$ cat src/rtl/seletor_modo_pkg.sv
// Shared constants for the game-mode selector: FSM state codes, output codes
// and the button decoding helpers used by the FSM.
package seletor_modo_pkg;

  localparam logic [2:0] ST_INICIAL          = 3'd0;
  localparam logic [2:0] ST_ESPERA_NIVEL     = 3'd1;
  localparam logic [2:0] ST_REGISTRA_NIVEL   = 3'd2;
  localparam logic [2:0] ST_ESPERA_MEMORIA   = 3'd3;
  localparam logic [2:0] ST_REGISTRA_MEMORIA = 3'd4;
  localparam logic [2:0] ST_PRONTO           = 3'd5;

  localparam logic [3:0] SEL_INVALID = 4'b1111;

  localparam logic [1:0] NIVEL_FACIL   = 2'b00;
  localparam logic [1:0] NIVEL_MEDIO   = 2'b01;
  localparam logic [1:0] NIVEL_DIFICIL = 2'b10;

  localparam logic [1:0] MEM_FACIL   = 2'b00;
  localparam logic [1:0] MEM_MEDIO   = 2'b01;
  localparam logic [1:0] MEM_DIFICIL = 2'b10;
  localparam logic [1:0] MEM_CUSTOM  = 2'b11;

  typedef struct packed {
    logic [1:0] nivel;
    logic [1:0] memoria;
  } modo_t;

  function automatic logic eh_onehot(input logic [3:0] b);
    return b inside {4'b0001, 4'b0010, 4'b0100, 4'b1000};
  endfunction

  // Only three levels exist, so button 3 is not a legal level choice.
  function automatic logic nivel_valido(input logic [3:0] b);
    return b inside {4'b0001, 4'b0010, 4'b0100};
  endfunction

  function automatic logic [1:0] indice_botao(input logic [3:0] b);
    case (b)
      4'b0010: return 2'd1;
      4'b0100: return 2'd2;
      4'b1000: return 2'd3;
      default: return 2'd0;
    endcase
  endfunction

endpackage

$ cat src/rtl/seletor_modo_if.sv
// Control and status bundle between the selector and the game controller.
interface seletor_modo_if;
  logic       iniciar;
  logic [3:0] botoes;
  logic [3:0] sel;
  logic [1:0] nivel;
  logic [1:0] memoria;
  logic       pronto;
  logic       timeout;
  logic [2:0] db_estado;

  modport master (
    output iniciar, botoes,
    input  sel, nivel, memoria, pronto, timeout, db_estado
  );

  modport slave (
    input  iniciar, botoes,
    output sel, nivel, memoria, pronto, timeout, db_estado
  );
endinterface

$ cat src/rtl/seletor_modo_contador_timeout.sv
// Idle-cycle counter for the wait states: counts 0..M-1 while enabled and
// flags the last count so the FSM can abort on the same cycle.
module contador_timeout #(
  parameter int M = 5000
) (
  input  logic clock,
  input  logic reset,
  input  logic zera,
  input  logic conta,
  output logic fim
);

  localparam int W = $clog2(M);

  logic [W-1:0] r_contagem;

  always_ff @(posedge clock or posedge reset) begin
    if (reset) begin
      r_contagem <= '0;
    end else if (zera) begin
      // NOTE: non-blocking assignment so the register takes its new value only after every process has sampled the old one.
      r_contagem <= '0;
    end else if (conta) begin
      if (r_contagem == W'(M - 1)) r_contagem <= '0;
      else                         r_contagem <= r_contagem + 1'b1;
    end
  end

  assign fim = (r_contagem == W'(M - 1));

endmodule

$ cat src/rtl/seletor_modo.sv
// Game-mode selector: walks the player through level then memory choice and
// presents a registered mode code, aborting back to idle after TIMEOUT idle cycles.
module seletor_modo
  import seletor_modo_pkg::*;
#(
  parameter int TIMEOUT = 5000
) (
  input  logic          clock,
  input  logic          reset,
  seletor_modo_if.slave bus
);

  logic [2:0] r_estado;
  logic [2:0] w_prox;
  logic [1:0] r_indice;
  logic [1:0] r_nivel;
  logic [1:0] r_memoria;
  logic [3:0] r_sel;
  logic       r_pronto;
  logic       r_timeout;

  logic       w_espera;
  logic       w_aceita;
  logic       w_fim;
  logic       w_aborta;
  modo_t      w_modo;

  assign w_espera = (r_estado == ST_ESPERA_NIVEL) || (r_estado == ST_ESPERA_MEMORIA);
  assign w_aceita = ((r_estado == ST_ESPERA_NIVEL)   && nivel_valido(bus.botoes)) ||
                    ((r_estado == ST_ESPERA_MEMORIA) && eh_onehot(bus.botoes));
  // A press landing on the last idle cycle still wins over the abort.
  assign w_aborta = w_espera && w_fim && !w_aceita;
  assign w_modo   = '{nivel: r_nivel, memoria: r_indice};

  // Counter idles at zero outside the wait states, so each entry starts fresh.
  contador_timeout #(.M(TIMEOUT)) u_contador (
    .clock (clock),
    .reset (reset),
    .zera  (!w_espera),
    .conta (w_espera),
    .fim   (w_fim)
  );

  always_comb begin
    // NOTE: default assignment first so every path drives w_prox and no latch is inferred.
    w_prox = r_estado;
    case (r_estado)
      ST_INICIAL:          if (bus.iniciar) w_prox = ST_ESPERA_NIVEL;
      ST_ESPERA_NIVEL: begin
        if (w_aceita)   w_prox = ST_REGISTRA_NIVEL;
        else if (w_fim) w_prox = ST_INICIAL;
      end
      ST_REGISTRA_NIVEL:   w_prox = ST_ESPERA_MEMORIA;
      ST_ESPERA_MEMORIA: begin
        if (w_aceita)   w_prox = ST_REGISTRA_MEMORIA;
        else if (w_fim) w_prox = ST_INICIAL;
      end
      ST_REGISTRA_MEMORIA: w_prox = ST_PRONTO;
      ST_PRONTO:           if (bus.iniciar) w_prox = ST_ESPERA_NIVEL;
      default:             w_prox = ST_INICIAL;
    endcase
  end

  always_ff @(posedge clock or posedge reset) begin
    if (reset) begin
      r_estado  <= ST_INICIAL;
      r_indice  <= 2'd0;
      r_nivel   <= NIVEL_FACIL;
      r_memoria <= MEM_FACIL;
      r_sel     <= SEL_INVALID;
      r_pronto  <= 1'b0;
      r_timeout <= 1'b0;
    end else begin
      r_estado  <= w_prox;
      r_timeout <= w_aborta;
      // Buttons are single-cycle pulses, so the index is captured at acceptance.
      if (w_aceita) r_indice <= indice_botao(bus.botoes);
      case (r_estado)
        ST_REGISTRA_NIVEL: r_nivel <= r_indice;
        ST_REGISTRA_MEMORIA: begin
          r_memoria <= r_indice;
          r_sel     <= w_modo;
          r_pronto  <= 1'b1;
        end
        ST_PRONTO: begin
          if (bus.iniciar) begin
            r_sel    <= SEL_INVALID;
            r_pronto <= 1'b0;
          end
        end
        default: ;
      endcase
    end
  end

  assign bus.sel       = r_sel;
  assign bus.nivel     = r_nivel;
  assign bus.memoria   = r_memoria;
  assign bus.pronto    = r_pronto;
  assign bus.timeout   = r_timeout;
  assign bus.db_estado = r_estado;

endmodule

$ cat src/flat_wrapper.sv
// flat-port wrapper written by rule: the top's interface ports become plain ports
module seletor_modo_flat import seletor_modo_pkg::*;
#(
  parameter int TIMEOUT = 5000
)
  (clock, reset, bus_iniciar, bus_botoes, bus_sel, bus_nivel, bus_memoria, bus_pronto, bus_timeout, bus_db_estado);
  seletor_modo_if bus_i ();
  input  logic clock;
  input  logic reset;
  input wire logic [$bits(bus_i.iniciar)-1:0] bus_iniciar;
  input wire logic [$bits(bus_i.botoes)-1:0] bus_botoes;
  output wire logic [$bits(bus_i.sel)-1:0] bus_sel;
  output wire logic [$bits(bus_i.nivel)-1:0] bus_nivel;
  output wire logic [$bits(bus_i.memoria)-1:0] bus_memoria;
  output wire logic [$bits(bus_i.pronto)-1:0] bus_pronto;
  output wire logic [$bits(bus_i.timeout)-1:0] bus_timeout;
  output wire logic [$bits(bus_i.db_estado)-1:0] bus_db_estado;
  assign bus_i.iniciar = bus_iniciar;
  assign bus_i.botoes = bus_botoes;
  assign bus_sel = bus_i.sel;
  assign bus_nivel = bus_i.nivel;
  assign bus_memoria = bus_i.memoria;
  assign bus_pronto = bus_i.pronto;
  assign bus_timeout = bus_i.timeout;
  assign bus_db_estado = bus_i.db_estado;
  seletor_modo #(.TIMEOUT(TIMEOUT)) u_core (.clock(clock), .reset(reset), .bus(bus_i));
endmodule
$ cat config.mk
export PLATFORM = sky130hd
export DESIGN_NAME = seletor_modo_flat
export DESIGN_NICKNAME = d
export VERILOG_FILES = /design/src/rtl/seletor_modo_pkg.sv /design/src/rtl/seletor_modo_if.sv /design/src/rtl/seletor_modo_contador_timeout.sv /design/src/rtl/seletor_modo.sv /design/src/flat_wrapper.sv
export SDC_FILE = /design/constraint.sdc
export NUM_CORES = 1
export LEC_CHECK = 0
export ABC_AREA = 1
export CAP_MARGIN = 5
export CORE_MARGIN = 10
export CORE_UTILIZATION = 59
export DETAILED_ROUTE_END_ITERATION = 8
export GPL_TIMING_DRIVEN = 1
export PLACE_DENSITY = 0.89
export RECOVER_POWER = 25
export SLEW_MARGIN = 10
export SYNTH_ARGS = -nofsm -noshare
export SYNTH_HDL_FRONTEND = slang
export SYNTH_HIERARCHICAL = 1
export SYNTH_SLANG_ARGS = --single-unit
$ cat constraint.sdc
create_clock -name clock -period 4.3 [get_ports clock]
set_input_delay 1.29 -clock clock [delete_from_list [all_inputs] [get_ports clock]]
set_output_delay 1.29 -clock clock [all_outputs]
set_load 0.05 [all_outputs]
==> results of run 1 <==
per-layer routing:
layer / vias up / part of all wire [%] / routed length [µm]
met1: 614 / 45 / 1470
li1: 702 / - / -
met3: 6 / 6.8 / 225
met5: - / 0 / 0
met2: 39 / 46 / 1520
met4: 0 / 2.2 / 71
final cells by class:
| cell class | instances | area [µm²] |
|---|---|---|
| Clock buffer | 4 | 36.3 |
| Fill cell | 222 | 694 |
| Inverter | 32 | 120 |
| Multi-Input combinational cell | 149 | 738 |
| Sequential cell | 28 | 706 |
| Tap cell | 30 | 37.5 |
| Timing Repair Buffer | 19 | 190 |
registers in the layout (all words and copies together), names as in the netlist:
signal / cells
u_core/bus.db_estado: 3
u_core/bus.memoria: 2
u_core/bus.nivel: 2
u_core/bus.pronto: 1
u_core/bus.sel: 4
u_core/bus.timeout: 1
u_core/r_indice: 2
u_core/u_contador/r_contagem: 13
power breakdown:
group / leakage (µW) / internal [µW] / switching [µW] / total (µW)
clock: 0.0000210 / 52.0 / 77.1 / 129
sequential: 0.000361 / 339 / 54.0 / 393
combinational: 0.000518 / 156 / 363 / 519
total: 0.000899 / 547 / 494 / 1040
cell usage in the layout, fill, tap and decap left out:
| cell | n |
|---|---|
| o21ai_4 | 1 |
| mux2_2 | 1 |
| nand2_4 | 1 |
| o21ai_0 | 4 |
| inv_2 | 1 |
| a22oi_1 | 1 |
| nor2_1 | 38 |
| nand3_1 | 18 |
| nand3b_1 | 1 |
| nor3_1 | 2 |
| inv_1 | 31 |
| a31oi_2 | 1 |
| nor4b_1 | 1 |
| o21bai_1 | 1 |
| xor2_1 | 5 |
| ha_1 | 1 |
| nand2_1 | 49 |
| clkbuf_8 | 1 |
| clkdlybuf4s50_1 | 18 |
| or2_0 | 1 |
| nand2_2 | 5 |
| nor2_2 | 4 |
| nand4_1 | 7 |
| clkbuf_4 | 3 |
| nand3_2 | 1 |
| a21oi_1 | 5 |
| nor2_4 | 1 |
| dfrtp_1 | 24 |
| dlygate4sd3_1 | 1 |
| dfstp_2 | 4 |
worst max path at each step:
stage,start,end,slack (ns),cells after the start
after global routing,u_core/bus.sel[2]$_DFFE_PP1P_,bus_sel[2],1.27,1
after CTS,u_core/bus.db_estado[1]$_DFFE_PP0P_,bus_db_estado[1],1.28,1
after global placement,u_core/bus.db_estado[1]$_DFFE_PP0P_,bus_db_estado[1],1.69,1
final,u_core/bus.sel[3]$_DFFE_PP1P_,bus_sel[3],1.31,1
after floorplan,u_core/bus.db_estado[1]$_DFFE_PP0P_,bus_db_estado[1],2.30,0
after detailed placement,u_core/bus.db_estado[1]$_DFFE_PP0P_,bus_db_estado[1],1.68,1
metrics by stage:
step           total power (µW)  hold slack, ns  utilization [%]  cell area [µm²]
4_1_cts                    1070           0.483             73.5             1850
5_1_grt                    1120           0.514             72.5             1830
2_1_floorplan               775           0.492                -             1590
3_3_place_gp                924           0.456             72.0             1820
6_report                   1040           0.482             72.5             1830
3_5_place_dp                939           0.463             72.0             1820
logic make-up after synthesis:
kind of cell	Yosys count	synth area share [%]
adder cells (fa/ha/maj)	1	0.787
buffers and inverters	32	7.56
XOR/XNOR	5	2.76
AND/OR/NAND/NOR	129	38.2
flip-flops	28	44.4
AO/OA/AOI/OAI	13	5.59
multiplexers	1	0.709
==> flow_summary.toml, run 1 <==
[critical_path]
slowest_delay_ns = 0.80
path_class = "reg -> out"
startpoint_type = "flip-flop"
cp_num_buf_inv = 1
worst-path-max-fanout = 2
rr_endpoint = "u_core/u_contador/r_contagem[8]$_DFFE_PP0P_"
cp_top_family = "buffers and inverters"
r2r_start = "u_core/bus.db_estado[2]$_DFFE_PP0P_"
path_cells = "clkdlybuf4s50_1"
rrSetupSlack_ns = 2.13
cp.required_ns = 3.01
reg2reg_depth = 8
arrival_ns = 1.70
end_kind = "output port"
cpMaxStageDelayCell = "clkdlybuf4s50_1"

[synth]
synth_common_cells = "nand2_1 (47), nor2_1 (36), inv_1 (30)"
synth.most_common_cell = "nand2_1"
ys_warn_count = 6
synthArstFlopShare_pct = 100
ys_top_cells_by_area = "dfrtp_1 (38%), nand2_1 (11%), nor2_1 (8.5%), inv_1 (7.1%), dfstp_2 (6.6%)"
syn_area_per_cell_um2 = 7.60
syn_nets = 217
synth-seq-area-share_pct = 44.4
syn-cell-area_mm2 = 0.00159
synth_cell_types = 26
synth_seq_cells = 28
synth_flop_cell = "dfrtp_1"
synth_top_area_share_pct = 37.8
syn_inst = 209
synth_edf_count = 0
yosysTopAreaCell = "dfrtp_1"

[clock_network]
cts_setup_buffers = 0
cts.path.max_buffers = 2
cts_tree = "built"
cts_buffers = 3
cts.sinks = 28
ctsResizeCount = 0
holdBufCountCts = 0
cts_root_buf = "clkbuf_4"
clk_latency_ns = 0.34
htreeDepth = 1
cts.clk_slew.worst_paths_ns = 0.15

[floorplan]
die_height_um = 71.9
fp.dieW_um = 71.9
core_area_mm2 = 0.00252
die_area_mm2 = 0.00517
pin_count = 20
row_count = 18
start_util_pct = 63.0

[pwr]
power_density_mw_per_mm2 = 570
power.leakage_uw = 0.000899
vdd_drop_max_mv = 0.621

[detailed_routing]
routed-via-count = 1361
drc = 0
via_per_inst = 5.19
postRouteAntennaNets = 0
drt_iter0_markers = 104
firstDrtPassIters = 4
drt-total-wl_um = 3290
wire_per_inst_um = 12.5

[sta]
tightest_slew_ns = 0.559
finalCriticalPeriod_ns = 2.99
finalCritPeriodShare_pct = 69.6
hold_viol_final = 0
finalSetupViolCount = 0
fin_tns_setup_ns = 0
max_freq_ghz = 0.334
slew_headroom_pct = 62.6
setup_ws_ns = 1.31
rsz0062_at_grt = "false"
report.final.slew_viol_count = 0
finalClockSkew_ns = 0.00865

[min_path]
min_to = "u_core/bus.sel[1]$_DFFE_PP1P_"
min_path_cells = 2
min_path_type = "reg -> reg"
min-delay-start = "u_core/bus.sel[1]$_DFFE_PP1P_"

[status]
status = "finished clean"

[global_routing]
antenna_found_initial = 0
gr-total-overflow = 0
track_usage_pct = 13.7
grt_use_met3_pct = 2.86
grt_pass1_wl_um = 5820
grt_pass1_vias = 1303
use_met2_pct = 22.2
grt-busiest-layer = "met2"
grt_use_met1_pct = 16.7
grt_max_degree = 16

[place]
pre_cts_ws_ns = 1.68
io_buffers = 19
gp_congestion = 0.870
dpl.hpwl_um = 2540
place_inst = 258

[flow_run]
maxCapViolCount = 0

[layout]
fin_cells = 262
finalNetCount = 241
synthToLayoutAreaGrowth_pct = 15.0
antenna_cells = 0
drive_gt1_share_pct = 10.3
No activity file was read; power rests on OpenSTA's default activity.
==> inputs of run 2 (changes only) <==
CORE_UTILIZATION = 49   (was 59)
PLACE_DENSITY = 0.8   (was 0.89)
clock period = 2.4 ns   (was 4.3 ns; I/O delays follow)
==> run 2 against run 1 <==
Compared with the run above:
- clock skew shrank 0.0022 ns
- routed wire length fell by 0.64%
- via count about the same
- sequential share of layout area down 1.1 points
- register-to-register slack got worse by 1.3 ns
- count of clock-buffer cells in the layout decreased by 1
- largest cell class unchanged
==> flow_summary.toml, run 2 (synthesized netlist as in run 1, its figures left out) <==
[layout]
seq_area_um2 = 706
largest_reg_flops = 13
fin_cells = 276
synthToLayoutAreaGrowth_pct = 18.3
finalNetCount = 241
drive_gt1_share_pct = 14.2
fillers = 295
multi_input_area_um2 = 763
final_common_cell = "nand2_1"
layout_common_cells = "nand2_1 (47), nor2_1 (36), inv_1 (30), dfrtp_1 (24), nand3_1 (18)"
largest-register = "u_core/u_contador/r_contagem"
antenna_cells = 0

[detailed_routing]
drc = 0
drt-total-wl_um = 3260
via_per_inst = 4.93
routed-via-count = 1362
postRouteAntennaNets = 0
firstDrtPassIters = 4
drt_iter0_markers = 82
wire_per_inst_um = 11.8

[critical_path]
cp_top_family = "buffers and inverters"
worst-path-max-fanout = 3
cp.required_ns = 1.68
rrSetupSlack_ns = 0.80
rr_endpoint = "u_core/u_contador/r_contagem[8]$_DFFE_PP0P_"
path_cells = "clkdlybuf4s50_1"
slowest_delay_ns = 0.82
end_kind = "output port"
path_depth = 1
cpMaxStageDelayCell = "clkdlybuf4s50_1"
arrival_ns = 1.56
path_class = "reg -> out"
reg2reg_depth = 8
startpoint_type = "flip-flop"
cp_num_buf_inv = 1
r2r_start = "u_core/bus.db_estado[2]$_DFFE_PP0P_"

[sta]
finalClockSkew_ns = 0.00645
report.final.slew_viol_count = 0
hold_viol_final = 0
finalCriticalPeriod_ns = 2.28
slew_headroom_pct = 61.2
tightest_slew_ns = 0.582
finalCritPeriodShare_pct = 95.0
max_freq_ghz = 0.439
finalSetupViolCount = 0
fin_tns_setup_ns = 0
rsz0062_at_grt = "false"

[place]
place_inst = 272
io_buffers = 19
dpl.hpwl_um = 2560
gp_congestion = 0.837

[floorplan]
pin_count = 20
die_height_um = 76.9
start_util_pct = 51.6
core_area_mm2 = 0.00308
row_count = 20
fp.dieW_um = 76.9
die_area_mm2 = 0.00592

[clock_network]
cts_tree = "built"
cts_root_buf = "clkbuf_4"
cts.clk_slew.worst_paths_ns = 0.16
clk_latency_ns = 0.33
cts_buffers = 3
htreeDepth = 1
cts.path.max_buffers = 2
cts_setup_buffers = 0
cts.sinks = 28

[global_routing]
grt_pass1_vias = 1364
gr-total-overflow = 0
antenna_found_initial = 0
track_usage_pct = 11.4
grt_pass1_wl_um = 5850
grt_max_degree = 17

[pwr]
power.leakage_uw = 0.000931
vdd_drop_max_mv = 0.434
power_uw = 1960
power_density_mw_per_mm2 = 1040

[status]
status = "finished clean"

[flow_run]
maxCapViolCount = 0

[min_path]
min-delay-start = "u_core/bus.sel[1]$_DFFE_PP1P_"
min_path_type = "reg -> reg"
min_to = "u_core/bus.sel[1]$_DFFE_PP1P_"
min_path_cells = 2
-- run 2: changes by cell type in the layout (fill, tap and decap cells not counted), moves of 2 or more --
cell | before | now
nor2_4 | 1 | 3
clkdlybuf4s50_1 | 18 | 11
dlymetal6s2s_1 | 0 | 2
nand2_1 | 49 | 47
nor2_1 | 38 | 36
buf_4 | 0 | 4
-- run 2: where the power goes --
group	switching, µW	internal [µW]
combinational	658	277
sequential	103	607
clock	141	169
-- run 2: metrics by stage --
| step | utilization, % | hold slack (ns) | setup slack, ns | cell area [µm²] |
|---|---|---|---|---|
| 5_1_grt | 61.1 | 0.505 | 0.0352 | 1880 |
| 4_1_cts | 60.9 | 0.477 | 0.0141 | 1880 |
| 3_5_place_dp | 59.3 | 0.456 | 0.357 | 1820 |
| 6_report | 61.1 | 0.474 | 0.121 | 1880 |
| 3_3_place_gp | 59.3 | 0.455 | 0.381 | 1820 |
| 2_1_floorplan | - | 0.492 | 0.678 | 1590 |
-- run 2: per-layer routing --
layer | share of wire (%) | GRT usage (%) | up-vias
met5 | 0 | 0 | -
met4 | 0.64 | 2.79 | 0
met3 | 4.6 | 2.56 | 2
met2 | 48 | 19.1 | 20
met1 | 47 | 14.2 | 636
li1 | - | - | 704
-- run 2: worst max-delay path by stage --
stage                                        startpoint                                          end
global placement          u_core/bus.sel[0]$_DFFE_PP1P_                                   bus_sel[0]
finish                  u_core/bus.nivel[1]$_DFFE_PP0P_                                 bus_nivel[1]
CTS                 u_core/bus.db_estado[2]$_DFFE_PP0P_                             bus_db_estado[2]
floorplan           u_core/bus.db_estado[2]$_DFFE_PP0P_  u_core/u_contador/r_contagem[7]$_DFFE_PP0P_
detailed placement        u_core/bus.sel[0]$_DFFE_PP1P_                                   bus_sel[0]
global route            u_core/bus.nivel[1]$_DFFE_PP0P_                                 bus_nivel[1]
-- run 2: area by class of cell --
cell class                 count  area share (%)
clock buffer                   3            1.20
clock inverter                 1            1.60
inverter                      32            6.39
multi-input combinational    149            40.6
sequential                    28            37.5
tap                           44            2.93
timing repair buffer          19            9.78
-- run 2: timing repair --
action / 4_1_cts / 5_1_grt
resized for setup: 1 / 2
endpoints found under the setup margin: 1 / 2
hold buffers: 0 / 0
==> inputs of run 3 (changes only) <==
CORE_UTILIZATION = 56   (was 49)
DONT_BUFFER_PORTS = 1   (was default)
PLACE_DENSITY = 0.79   (was 0.8)
==> run 3 against run 2 <==
Compared with the run above:
- routed wire length decreased by 2.8%
- first-iteration DRC count fell by 13%
- core utilization rose by 0.64 points
- final area is 10% lower
- worst hold slack lost 0.19 ns
- highest routed layer unchanged
- worst setup slack better by 0.41 ns
- count of clock-buffer cells in the layout unchanged
- critical path type unchanged
- via count decreased by 4.8%
- maximum frequency is 22% higher
- sequential share of layout area up 4.3 points
- non-clock buffer count down 18
==> flow_summary.toml, run 3 (synthesized netlist as in run 1, its figures left out) <==
[layout]
drive_gt1_share_pct = 14.0
seq_area_um2 = 706
synthToLayoutAreaGrowth_pct = 6.22
multi_input_area_um2 = 763
antenna_cells = 0
stdcell_area_mm2 = 0.00169
largest-register = "u_core/u_contador/r_contagem"
fillers = 239
finalNetCount = 223
largest_reg_flops = 13
layout_common_cells = "nand2_1 (47), nor2_1 (36), inv_1 (30), dfrtp_1 (24), nand3_1 (18)"
final_common_cell = "nand2_1"

[pwr]
power.leakage_uw = 0.000840
vdd_drop_max_mv = 1.09
power_uw = 1810
power_density_mw_per_mm2 = 1070

[floorplan]
die_area_mm2 = 0.00537
row_count = 19
core_area_mm2 = 0.00273
pin_count = 20
die_height_um = 73.3
start_util_pct = 58.1
fp.dieW_um = 73.3

[clock_network]
cts_root_buf = "clkbuf_4"
cts_setup_buffers = 0
cts_buffers = 3
cts.sinks = 28
clk_latency_ns = 0.33
htreeDepth = 1
holdBufCountCts = 0
ctsResizeCount = 0
cts_tree = "built"
cts.clk_slew.worst_paths_ns = 0.16
cts.path.max_buffers = 2

[global_routing]
track_usage_pct = 12.7
grt_pass1_vias = 1156
grt_max_degree = 17
grt_pass1_wl_um = 5530
antenna_found_initial = 0
gr-total-overflow = 0

[critical_path]
crit_start = "u_core/bus.db_estado[1]$_DFFE_PP0P_"
cp.required_ns = 1.68
startpoint_type = "flip-flop"
rr_endpoint = "u_core/u_contador/r_contagem[7]$_DFFE_PP0P_"
path_class = "reg -> out"
path_depth = 0
end_kind = "output port"
arrival_ns = 1.15
reg2reg_depth = 7
r2r_start = "u_core/bus.db_estado[0]$_DFFE_PP0P_"
worstSetupEndpoint = "bus_db_estado[1]"
worst-path-max-fanout = 7
rrSetupSlack_ns = 0.59

[detailed_routing]
drt_iter0_markers = 71
wire_per_inst_um = 13.0
drt-total-wl_um = 3170
firstDrtPassIters = 4
via_per_inst = 5.29
postRouteAntennaNets = 0
routed-via-count = 1296
drc = 0

[place]
gp_congestion = 0.864
dpl-instance-area_mm2 = 0.00164
io_buffers = 0
dpl.hpwl_um = 2490

[sta]
max_freq_ghz = 0.534
tightest_slew_ns = 0.693
rsz0062_at_grt = "false"
finalCritPeriodShare_pct = 78.1
report.final.slew_viol_count = 0
finalClockSkew_ns = 0.0141
fin_tns_setup_ns = 0
finalCriticalPeriod_ns = 1.87
hold_viol_final = 0
finalSetupViolCount = 0
slew_headroom_pct = 53.8

[status]
status = "finished clean"

[min_path]
min_path_type = "in -> async"

[flow_run]
maxCapViolCount = 0
-- run 3: cell types whose count changed in the layout (fill, tap and decap cells not counted), sizes merged --
| cell | delta |
|---|---|
| clkdlybuf4s50 | -11 |
| dlymetal6s2s | -2 |
| dlygate4sd3 | -1 |
| dlygate4sd2 | -1 |
| buf | -3 |
-- run 3: layer usage --
metal / GRT usage (%) / part of all wire [%]
met1: 18.4 / 48
met2: 17.4 / 45
met3: 3.63 / 6.5
met4: 4.43 / 0.66
met5: 0 / 0
-- run 3: report_power, final --
part / switching (µW) / leakage [µW] / internal (µW)
registers: 388 / 0.000361 / 608
logic: 351 / 0.000451 / 158
clock network: 139 / 0.0000279 / 169
total: 878 / 0.000840 / 935
-- run 3: worst min path at each step --
stage | slack, ns | to | from
3_3_place_gp | 0.52 | u_core/u_contador/r_contagem[11]$_DFFE_PP0P_ | u_core/u_contador/r_contagem[11]$_DFFE_PP0P_
4_1_cts | 0.29 | u_core/u_contador/r_contagem[5]$_DFFE_PP0P_ | reset
3_5_place_dp | 0.52 | u_core/u_contador/r_contagem[11]$_DFFE_PP0P_ | u_core/u_contador/r_contagem[11]$_DFFE_PP0P_
6_report | 0.28 | u_core/u_contador/r_contagem[5]$_DFFE_PP0P_ | reset
2_1_floorplan | 0.49 | u_core/u_contador/r_contagem[11]$_DFFE_PP0P_ | u_core/u_contador/r_contagem[11]$_DFFE_PP0P_
5_1_grt | 0.29 | u_core/u_contador/r_contagem[5]$_DFFE_PP0P_ | reset
-- run 3: area by class of cell --
| class | count | area share, % |
|---|---|---|
| multi-input cells | 149 | 45.2 |
| flip-flops and latches | 28 | 41.8 |
| inverters | 32 | 7.12 |
| well taps | 31 | 2.30 |
| clock inverters | 1 | 1.78 |
| clock buffers | 3 | 1.33 |
| repair buffers | 1 | 0.445 |
-- run 3: metrics by stage --
step	util, %	worst slack [ns]	std cells	hold WS [ns]
2_1_floorplan	-	0.678	209	0.492
4_1_cts	61.7	0.513	245	0.292
6_report	61.7	0.527	245	0.279
3_5_place_dp	59.8	0.632	241	0.523
3_3_place_gp	59.8	0.688	241	0.522
5_1_grt	61.7	0.446	245	0.286
